[config.mk]
export PLATFORM = sky130hd
export DESIGN_NAME = frame_stream_source
export DESIGN_NICKNAME = d
export VERILOG_FILES = /design/src/rtl/video_stream_pkg.sv /design/src/rtl/stream_fifo.sv /design/src/rtl/frame_stream_source.sv
export SDC_FILE = /design/constraint.sdc
export NUM_CORES = 1
export LEC_CHECK = 0
export CORE_ASPECT_RATIO = 0.9
export CORE_UTILIZATION = 44
export DETAILED_ROUTE_END_ITERATION = 16
export GPL_TIMING_DRIVEN = 0
export PLACE_DENSITY_LB_ADDON = 0.25
export SLEW_MARGIN = 15
export SYNTH_ARGS = -nofsm -noshare
export SYNTH_HDL_FRONTEND = slang
export SYNTH_SLANG_ARGS = --single-unit
[constraint.sdc]
create_clock -name clk -period 2.95 [get_ports clk]
set_input_delay 0.59 -clock clk [delete_from_list [all_inputs] [get_ports clk]]
set_output_delay 0.59 -clock clk [all_outputs]
set_load 0.03 [all_outputs]
[src/rtl/video_stream_pkg.sv]
// video_stream_pkg: shared types, defaults and colour expansion for the frame
// streaming path.
package video_stream_pkg;

   localparam int DEF_H_PIXELS = 640;
   localparam int DEF_V_LINES  = 480;

   typedef enum logic [1:0] {IDLE, STREAM, DRAIN} state_t;

   typedef enum logic [1:0] {
      GRAY  = 2'b00,
      RED   = 2'b01,
      GREEN = 2'b10,
      BLUE  = 2'b11
   } color_mode_t;

   typedef struct packed {
      logic [7:0] r;
      logic [7:0] g;
      logic [7:0] b;
   } rgb_t;

   function automatic rgb_t map_color(input color_mode_t m, input logic [7:0] d);
      return '{r: (m == GRAY || m == RED)   ? d : 8'h00,
               g: (m == GRAY || m == GREEN) ? d : 8'h00,
               b: (m == GRAY || m == BLUE)  ? d : 8'h00};
   endfunction

endpackage

[src/rtl/stream_fifo.sv]
// stream_fifo: first-word fall-through FIFO with occupancy count; a push and
// a pop on a full FIFO in the same cycle are legal.
module stream_fifo #(
   parameter int DEPTH = 4,
   parameter int W     = 26,
   parameter int CW    = $clog2(DEPTH + 1)
) (
   input  logic          clk,
   input  logic          rst_n,
   input  logic          push_i,
   input  logic [W-1:0]  din_i,
   input  logic          pop_i,
   output logic [W-1:0]  dout_o,
   output logic          valid_o,
   output logic [CW-1:0] count_o
);

   localparam int PW = DEPTH > 1 ? $clog2(DEPTH) : 1;

   logic [W-1:0]  mem_q [DEPTH];
   logic [PW-1:0] wr_q, rd_q;
   logic [CW-1:0] count_q;
   logic          do_pop;

   assign do_pop = pop_i && count_q != '0;

   always_ff @(posedge clk or negedge rst_n) begin
      if (!rst_n) begin
         for (int i = 0; i < DEPTH; i++) mem_q[i] <= '0;
         wr_q    <= '0;
         rd_q    <= '0;
         count_q <= '0;
      end else begin
         if (push_i) begin
            mem_q[wr_q] <= din_i;
            wr_q        <= wr_q == PW'(DEPTH - 1) ? '0 : wr_q + 1'b1;
         end
         if (do_pop) rd_q <= rd_q == PW'(DEPTH - 1) ? '0 : rd_q + 1'b1;
         count_q <= count_q + CW'(push_i) - CW'(do_pop);
      end
   end

   assign dout_o  = mem_q[rd_q];
   assign valid_o = count_q != '0;
   assign count_o = count_q;

endmodule

[src/rtl/frame_stream_source.sv]
// frame_stream_source: raster-scans the frame buffer and emits one Avalon-ST
// packet per frame of colour-expanded 24-bit pixels, honouring backpressure.
module frame_stream_source
   import video_stream_pkg::*;
#(
   parameter int H_PIXELS    = DEF_H_PIXELS,
   parameter int V_LINES     = DEF_V_LINES,
   parameter int ADDR_W      = 19,
   parameter int MEM_LATENCY = 2,
   parameter int FIFO_DEPTH  = 4
) (
   input  logic              clk,
   input  logic              reset,
   input  logic              enable,
   input  logic [1:0]        color_selector,
   output logic [ADDR_W-1:0] mem_address,
   input  logic [7:0]        mem_data,
   input  logic              out_ready,
   output logic              out_valid,
   output logic [23:0]       out_data,
   output logic              out_sop,
   output logic              out_eop,
   output logic              out_empty,
   output logic              frame_done
);

   localparam int XW = H_PIXELS > 1 ? $clog2(H_PIXELS) : 1;
   localparam int YW = V_LINES > 1 ? $clog2(V_LINES) : 1;
   localparam int CW = $clog2(FIFO_DEPTH + 1);

   state_t            state_q;
   color_mode_t       mode_q;
   logic [XW-1:0]     x_q;
   logic [YW-1:0]     y_q;
   logic [ADDR_W-1:0] addr_q;
   logic [2:0]        tag_q [MEM_LATENCY];
   logic              frame_done_q;

   logic [CW-1:0] fifo_count, inflight;
   logic [25:0]   head;
   logic [2:0]    tag_last;
   rgb_t          pix;
   logic          last_x, last_y, last_px, issue, beat, eop_beat;

   always_comb begin
      inflight = '0;
      for (int i = 0; i < MEM_LATENCY; i++) inflight = inflight + CW'(tag_q[i][2]);
   end

   // Credit counts both buffered and in-flight samples, so the FIFO cannot overflow.
   assign issue    = state_q == STREAM &&
                     ({1'b0, fifo_count} + {1'b0, inflight}) < (CW + 1)'(FIFO_DEPTH);
   assign last_x   = x_q == XW'(H_PIXELS - 1);
   assign last_y   = y_q == YW'(V_LINES - 1);
   assign last_px  = last_x && last_y;
   assign beat     = out_valid && out_ready;
   assign eop_beat = beat && out_eop;
   assign tag_last = tag_q[MEM_LATENCY-1];
   assign pix      = map_color(mode_q, mem_data);

   always_ff @(posedge clk or negedge reset) begin
      if (!reset) begin
         state_q      <= IDLE;
         mode_q       <= GRAY;
         x_q          <= '0;
         y_q          <= '0;
         addr_q       <= '0;
         frame_done_q <= 1'b0;
         for (int i = 0; i < MEM_LATENCY; i++) tag_q[i] <= '0;
      end else begin
         frame_done_q <= eop_beat;
         tag_q[0]     <= {issue, issue && addr_q == '0, issue && last_px};
         for (int i = 1; i < MEM_LATENCY; i++) tag_q[i] <= tag_q[i-1];
         if (issue) begin
            x_q    <= last_x ? '0 : x_q + 1'b1;
            y_q    <= last_x ? (last_y ? '0 : y_q + 1'b1) : y_q;
            addr_q <= last_px ? '0 : addr_q + 1'b1;
         end
         case (state_q)
            IDLE: if (enable) begin
               state_q <= STREAM;
               mode_q  <= color_mode_t'(color_selector);
            end
            STREAM: if (issue && last_px) state_q <= DRAIN;
            DRAIN: if (eop_beat) begin
               state_q <= enable ? STREAM : IDLE;
               mode_q  <= color_mode_t'(color_selector);
            end
            default: state_q <= IDLE;
         endcase
      end
   end

   stream_fifo #(
      .DEPTH (FIFO_DEPTH),
      .W     (26),
      .CW    (CW)
   ) u_fifo (
      .clk     (clk),
      .rst_n   (reset),
      .push_i  (tag_last[2]),
      .din_i   ({tag_last[1], tag_last[0], pix}),
      .pop_i   (out_ready),
      .dout_o  (head),
      .valid_o (out_valid),
      .count_o (fifo_count)
   );

   assign mem_address = addr_q;
   assign out_data    = head[23:0];
   assign out_sop     = out_valid && head[25];
   assign out_eop     = out_valid && head[24];
   assign out_empty   = 1'b0;
   assign frame_done  = frame_done_q;

endmodule
### Word level (Yosys, flattened, before mapping)

Index checks and enable logic that the tools add are counted.

| operators by class | value |
|---|---|
| add/subtract/negate cells | 9 |
| order comparisons | 4 |
| equal/unequal tests | 12 |
| mux-type cells | 22 |
| bitwise operators | 2 |
| reductions and logical operators | 20 |

Operator list:

| cell | count |
|---|---|
| 104-bit bitwise mux | 1 |
| 26-bit 2-to-1 mux | 3 |
| 26-bit binary-select mux with 2-bit select | 1 |
| 26-bit demux with 2-bit select | 1 |
| 8-bit 2-to-1 mux | 3 |
| 19-bit by 1-bit adder with 19-bit output (second input constant) | 1 |
| 19-bit zero test | 1 |
| 19-bit 2-to-1 mux | 1 |
| 2-bit 2-to-1 mux | 7 |
| 10-bit by 1-bit adder with 10-bit output (second input constant) | 1 |
| 10-bit equality test (second input constant) | 1 |
| 2-bit equality test (second input constant) | 5 |
| 10-bit 2-to-1 mux | 1 |
| 9-bit by 1-bit adder with 9-bit output (second input constant) | 1 |
| 9-bit equality test (second input constant) | 1 |
| 1-bit logical AND | 9 |
| 9-bit 2-to-1 mux | 1 |
| 3-bit >= comparator (second input constant) | 2 |
| 2-bit inverter with 3-bit output | 2 |
| 2-bit case mux with 3 select lines | 1 |
| 3-bit AND reduction | 2 |
| 2-bit by 1-bit adder with 2-bit output (second input constant) | 2 |
| 3-bit by 2-bit adder with 4-bit output | 1 |
| 2-bit by 1-bit equality test with 1-bit output (second input constant) | 2 |
| 14 further kinds | 18 |

| storage, ports and cells | value |
|---|---|
| bits in registers | 160 |
| input port bits | 14 |
| output and inout bits | 48 |
| logic and storage cells | 84 |

### Depth between registers and ports, before layout

| logic depth | value |
|---|---|
| depth in word-level cells | 8 |
| gate-level depth with buffers | 7 |
| depth with buffers taken out | 7 |

### Hierarchy

From an unflattened synthesis, not the netlist that was laid out.

| unflattened totals | value |
|---|---|
| cell total of the unflattened synthesis | 567 |
| area, all modules | 8,030.2 um^2 |

By module, submodules not included:

| module | instances | cells each | area each (um^2) | sequential area each (um^2) |
|---|---|---|---|---|
| stream_fifo | 1 | 286 | 5,287.6 | 2,777.7 |
| frame_stream_source | 1 | 281 | 2,742.6 | 1,226.2 |

### Worst setup path before layout

Ideal clock, no wire load.

| timing path | value |
|---|---|
| path type | reg-to-output |
| from | register u_fifo.rd_q[0] |
| to | output port out_data[10] |
| arrival time | 1,562 ps |
| data required time | 2,360 ps |
| slack | 798 ps |
| cell stages (with the launch flop) | 4 |
| path buffers | 2 |
| path through | dfrtp_1 buf_2 buf_2 mux4_2 |

| between the ends | value |
|---|---|
| longest elaborated chain between the ends | 4 |

RTL lines:

| what | RTL line | text |
|---|---|---|
| from (decl) | stream_fifo.sv:21 | `logic [PW-1:0] wr_q, rd_q;` |
| from (signal assigned) | stream_fifo.sv:38 | `if (do_pop) rd_q <= rd_q == PW'(DEPTH - 1) ? '0 : rd_q + 1'b1;` |
| 2-bit inverter with 3-bit output (not written as such) | stream_fifo.sv:43 | `assign dout_o = mem_q[rd_q];` |
| 26-bit binary-select mux with 2-bit select | stream_fifo.sv:43 |  |
| 26-bit 2-to-1 mux (not written as such) (2 in series) | stream_fifo.sv:43 |  |
| to (decl) | frame_stream_source.sv:20 | `output logic [23:0] out_data,` |

Every way passes these cells. The select of a mux whose other input is x is not followed.

### Worst setup path in the final report

| timing path | value |
|---|---|
| from | register u_fifo.rd_q[1] |
| to | output port out_data[5] |

The elaborated chain is that of the path after synthesis.

==> results.toml <==
[detailed_routing]
postRouteAntennaNets = 0
drc = 0
dr_wl_met3_um = 952
detail_route.vias_per_cell = 5.65
wl_mm = 17.7
highest_layer = "met4"
vias = 5440
routedWlPerCell_um = 18.4
drtIter0Drc = 290
met1_length_mm = 7.60
met2_length_mm = 8.75
firstDrtPassIters = 5

[timing]
slew_viol_final = 0
setup_viol = 0
finClkSkew_ns = 0.0114
fmax_mhz = 348
grt_setup_unrepaired = "false"
worstMarginPinSlew_ns = 0.657
hold_viol = 0
timing.final.crit_share_pct = 97.3
max-slew-margin-rel_pct = 56.2
min_period_ns = 2.87
timing.hold.ws_ns = 0.111

[placement]
gp_congestion = 0.820
hpwl_mm = 11.8
io_buffers = 60

[pwr]
clock_power_share_pct = 24.1
ir_drop_uv = 603
cellPowerDensity_nw_per_um2 = 1080
swShare_pct = 39.0
power_leakage_nw = 3.92
power_frac_seq_pct = 36.2
p_int_mw = 5.73
combPwrFrac_pct = 39.7
power.switching_mw = 3.67

[grt]
antenna_found_initial = 0
grt_pass1_vias = 5597
grt_pass1_wl_mm = 29.3
grt_max_degree = 88
grt_usage_pct = 23.1
gr-total-overflow = 0

[logic_synthesis]
synthTopCellsByArea = "dfrtp_1 (55%), o21ai_0 (8.3%), mux4_2 (8.1%)"
ys_ff_latch = 160
yosys.area.top_type = "dfrtp_1"
yosys-top-cells-count = "dfrtp_1 (160), nand2_1 (127), o21ai_0 (120)"
synth_edf_count = 0
yosys_most_used_dff = "dfrtp_1"
yosys_warnings = 0
async_reset_ff_share_pct = 100
synth.most_common_cell = "dfrtp_1"
synth-seq-area-share_pct = 55.4
netlist_instances = 663
synth_cell_types = 43
netlist_area_sq_um = 7220
synth_top_area_share_pct = 55.4
synth_nets = 694
synth_area_per_cell_sq_um = 10.9

[cts]
cts_buffers = 17
htree_num_levels = 4
cts_tree = "yes"
cts_resized = 27
cts_num_sinks = 160
clk_latency_ns = 0.42
clockBufferDepth = 2
clkSlewWorstSetupHoldPaths_ns = 0.06
hold_buffers = 0
cts_setup_buffers = 0
root_buffer = "clkbuf_16"

[setup_path]
crit_chain = "clkbuf_2 > mux4_2 > clkdlybuf4s50_1"
cpMaxStageDelayCell = "clkdlybuf4s50_1"
cp.arrival_ns = 2.28
critPathMaxFanout = 10
start_kind = "flop"
end_kind = "output port"
crit_required_ns = 2.36
slowest_delay_ns = 0.61
critPathKind = "reg2out"

[die]
dieArea_sq_um = 16900
coreArea_sq_um = 16100
die_x_um = 137
start_util_pct = 44.9
fp-row-count = 44
boundaryPins = 62
dieHeight_um = 124

[finish]
antennaDiodeCount = 0
fillers = 1371
drive_above_1_share_pct = 11.5
areaGrowthSynthToFinish_pct = 20.6
fin_util_pct = 54.2
layout.nets = 773

[outcome]
status = "completed"

[job]
max_cap_violations = 0

[hold_path]
hold_path_class = "in2async"
## path summary, 6_finish.rpt
path                           startpoint               end  slack (ns)  cells past startpoint
setup / recovery           u_fifo.rd_q[1]       out_data[5]        0.08                      3
hold / removal                      reset  u_fifo.mem_q[96]        0.11                      1
setup reg to reg                   y_q[0]   mem_address[14]        0.51                      7
hold reg to reg                  tag_q[3]       tag_last[0]        0.35                      0
max in group asynchronous           reset            x_q[1]        2.02                      2
min in group clk                 tag_q[3]       tag_last[0]        0.35                      0
## per-stage QoR
step,setup TNS [ns],cell area (sq um),worst slack [ns],instances,power [mW]
floorplan,0,7220,0.798,663,5.86
global placement,-777.01,8080,-4.86,930,7.10
detailed placement,-0.582,8120,-0.0770,931,7.28
CTS,0,8710,0.0592,962,9.48
global route,0,8710,0.00769,962,10.0
finish,0,8710,0.0785,962,9.41
## kinds of logic (layout without fill, tap and decap cells)
family	Yosys count	after routing	share of synthesized area [%]
AND/OR/NAND/NOR	232	232	14.9
flip-flops	160	160	55.4
AO/OA/AOI/OAI	147	147	11.1
multiplexers	46	46	11.1
buffers and inverters	46	138	2.56
adder cells (fa/ha/maj)	17	17	3.05
XOR/XNOR	14	14	1.70
other	1	1	0.0519
## per-layer routing
layer | track usage [%] | vias up
li1 | - | 2490
met1 | 29.8 | 2763
met2 | 37.6 | 157
met3 | 5.37 | 30
met4 | 9.27 | 0
met5 | 0 | -
## cell type report
class	count	area [sq um]	share of cell area (%)
plain buffers	30	139	1.59
clock buffers	23	478	5.49
clock inverters	9	129	1.48
inverters	15	56.3	0.647
multi-input cells	457	3030	34.8
flip-flops and latches	160	4010	46.0
well taps	207	259	2.97
repair buffers	61	608	6.98
## sequential cells by signal, summed over array words and instances, names as in the netlist
name,cells
frame_done,1
mem_address,19
mode_q,2
state_q,2
tag_last,3
tag_q,3
u_fifo.count_o,3
u_fifo.mem_q,104
u_fifo.rd_q,2
u_fifo.wr_q,2
x_q,10
y_q,9
## placed cells by master (no fill, tap or decap), types with 15 or more instances in the layout
master and instances:
clkbuf_1 20, ha_1 16, clkdlybuf4s50_1 39, nand3_1 19, mux4_2 26, mux2_2 15, dlygate4sd2_1 20, nand2_1 127
o21ai_0 120, nor2_1 21, clkbuf_16 17, dfrtp_1 159
## worst max-delay path, delay by kind of cell (launching register included)
| family | cells | cell delay, ns |
|---|---|---|
| DFF | 1 | 0.51 |
| buffers and inverters | 2 | 0.98 |
| muxes | 1 | 0.36 |
## power groups by stage
stage | clock network (mW) | logic [mW] | registers, mW
2_1_floorplan | 0 | 2.53 | 3.33
5_1_grt | 2.40 | 4.13 | 3.49
3_5_place_dp | 0 | 3.89 | 3.39
4_1_cts | 2.31 | 3.77 | 3.40
6_report | 2.27 | 3.73 | 3.41
3_3_place_gp | 0 | 3.77 | 3.33
Note: power is estimated with default switching activity, not from simulation.
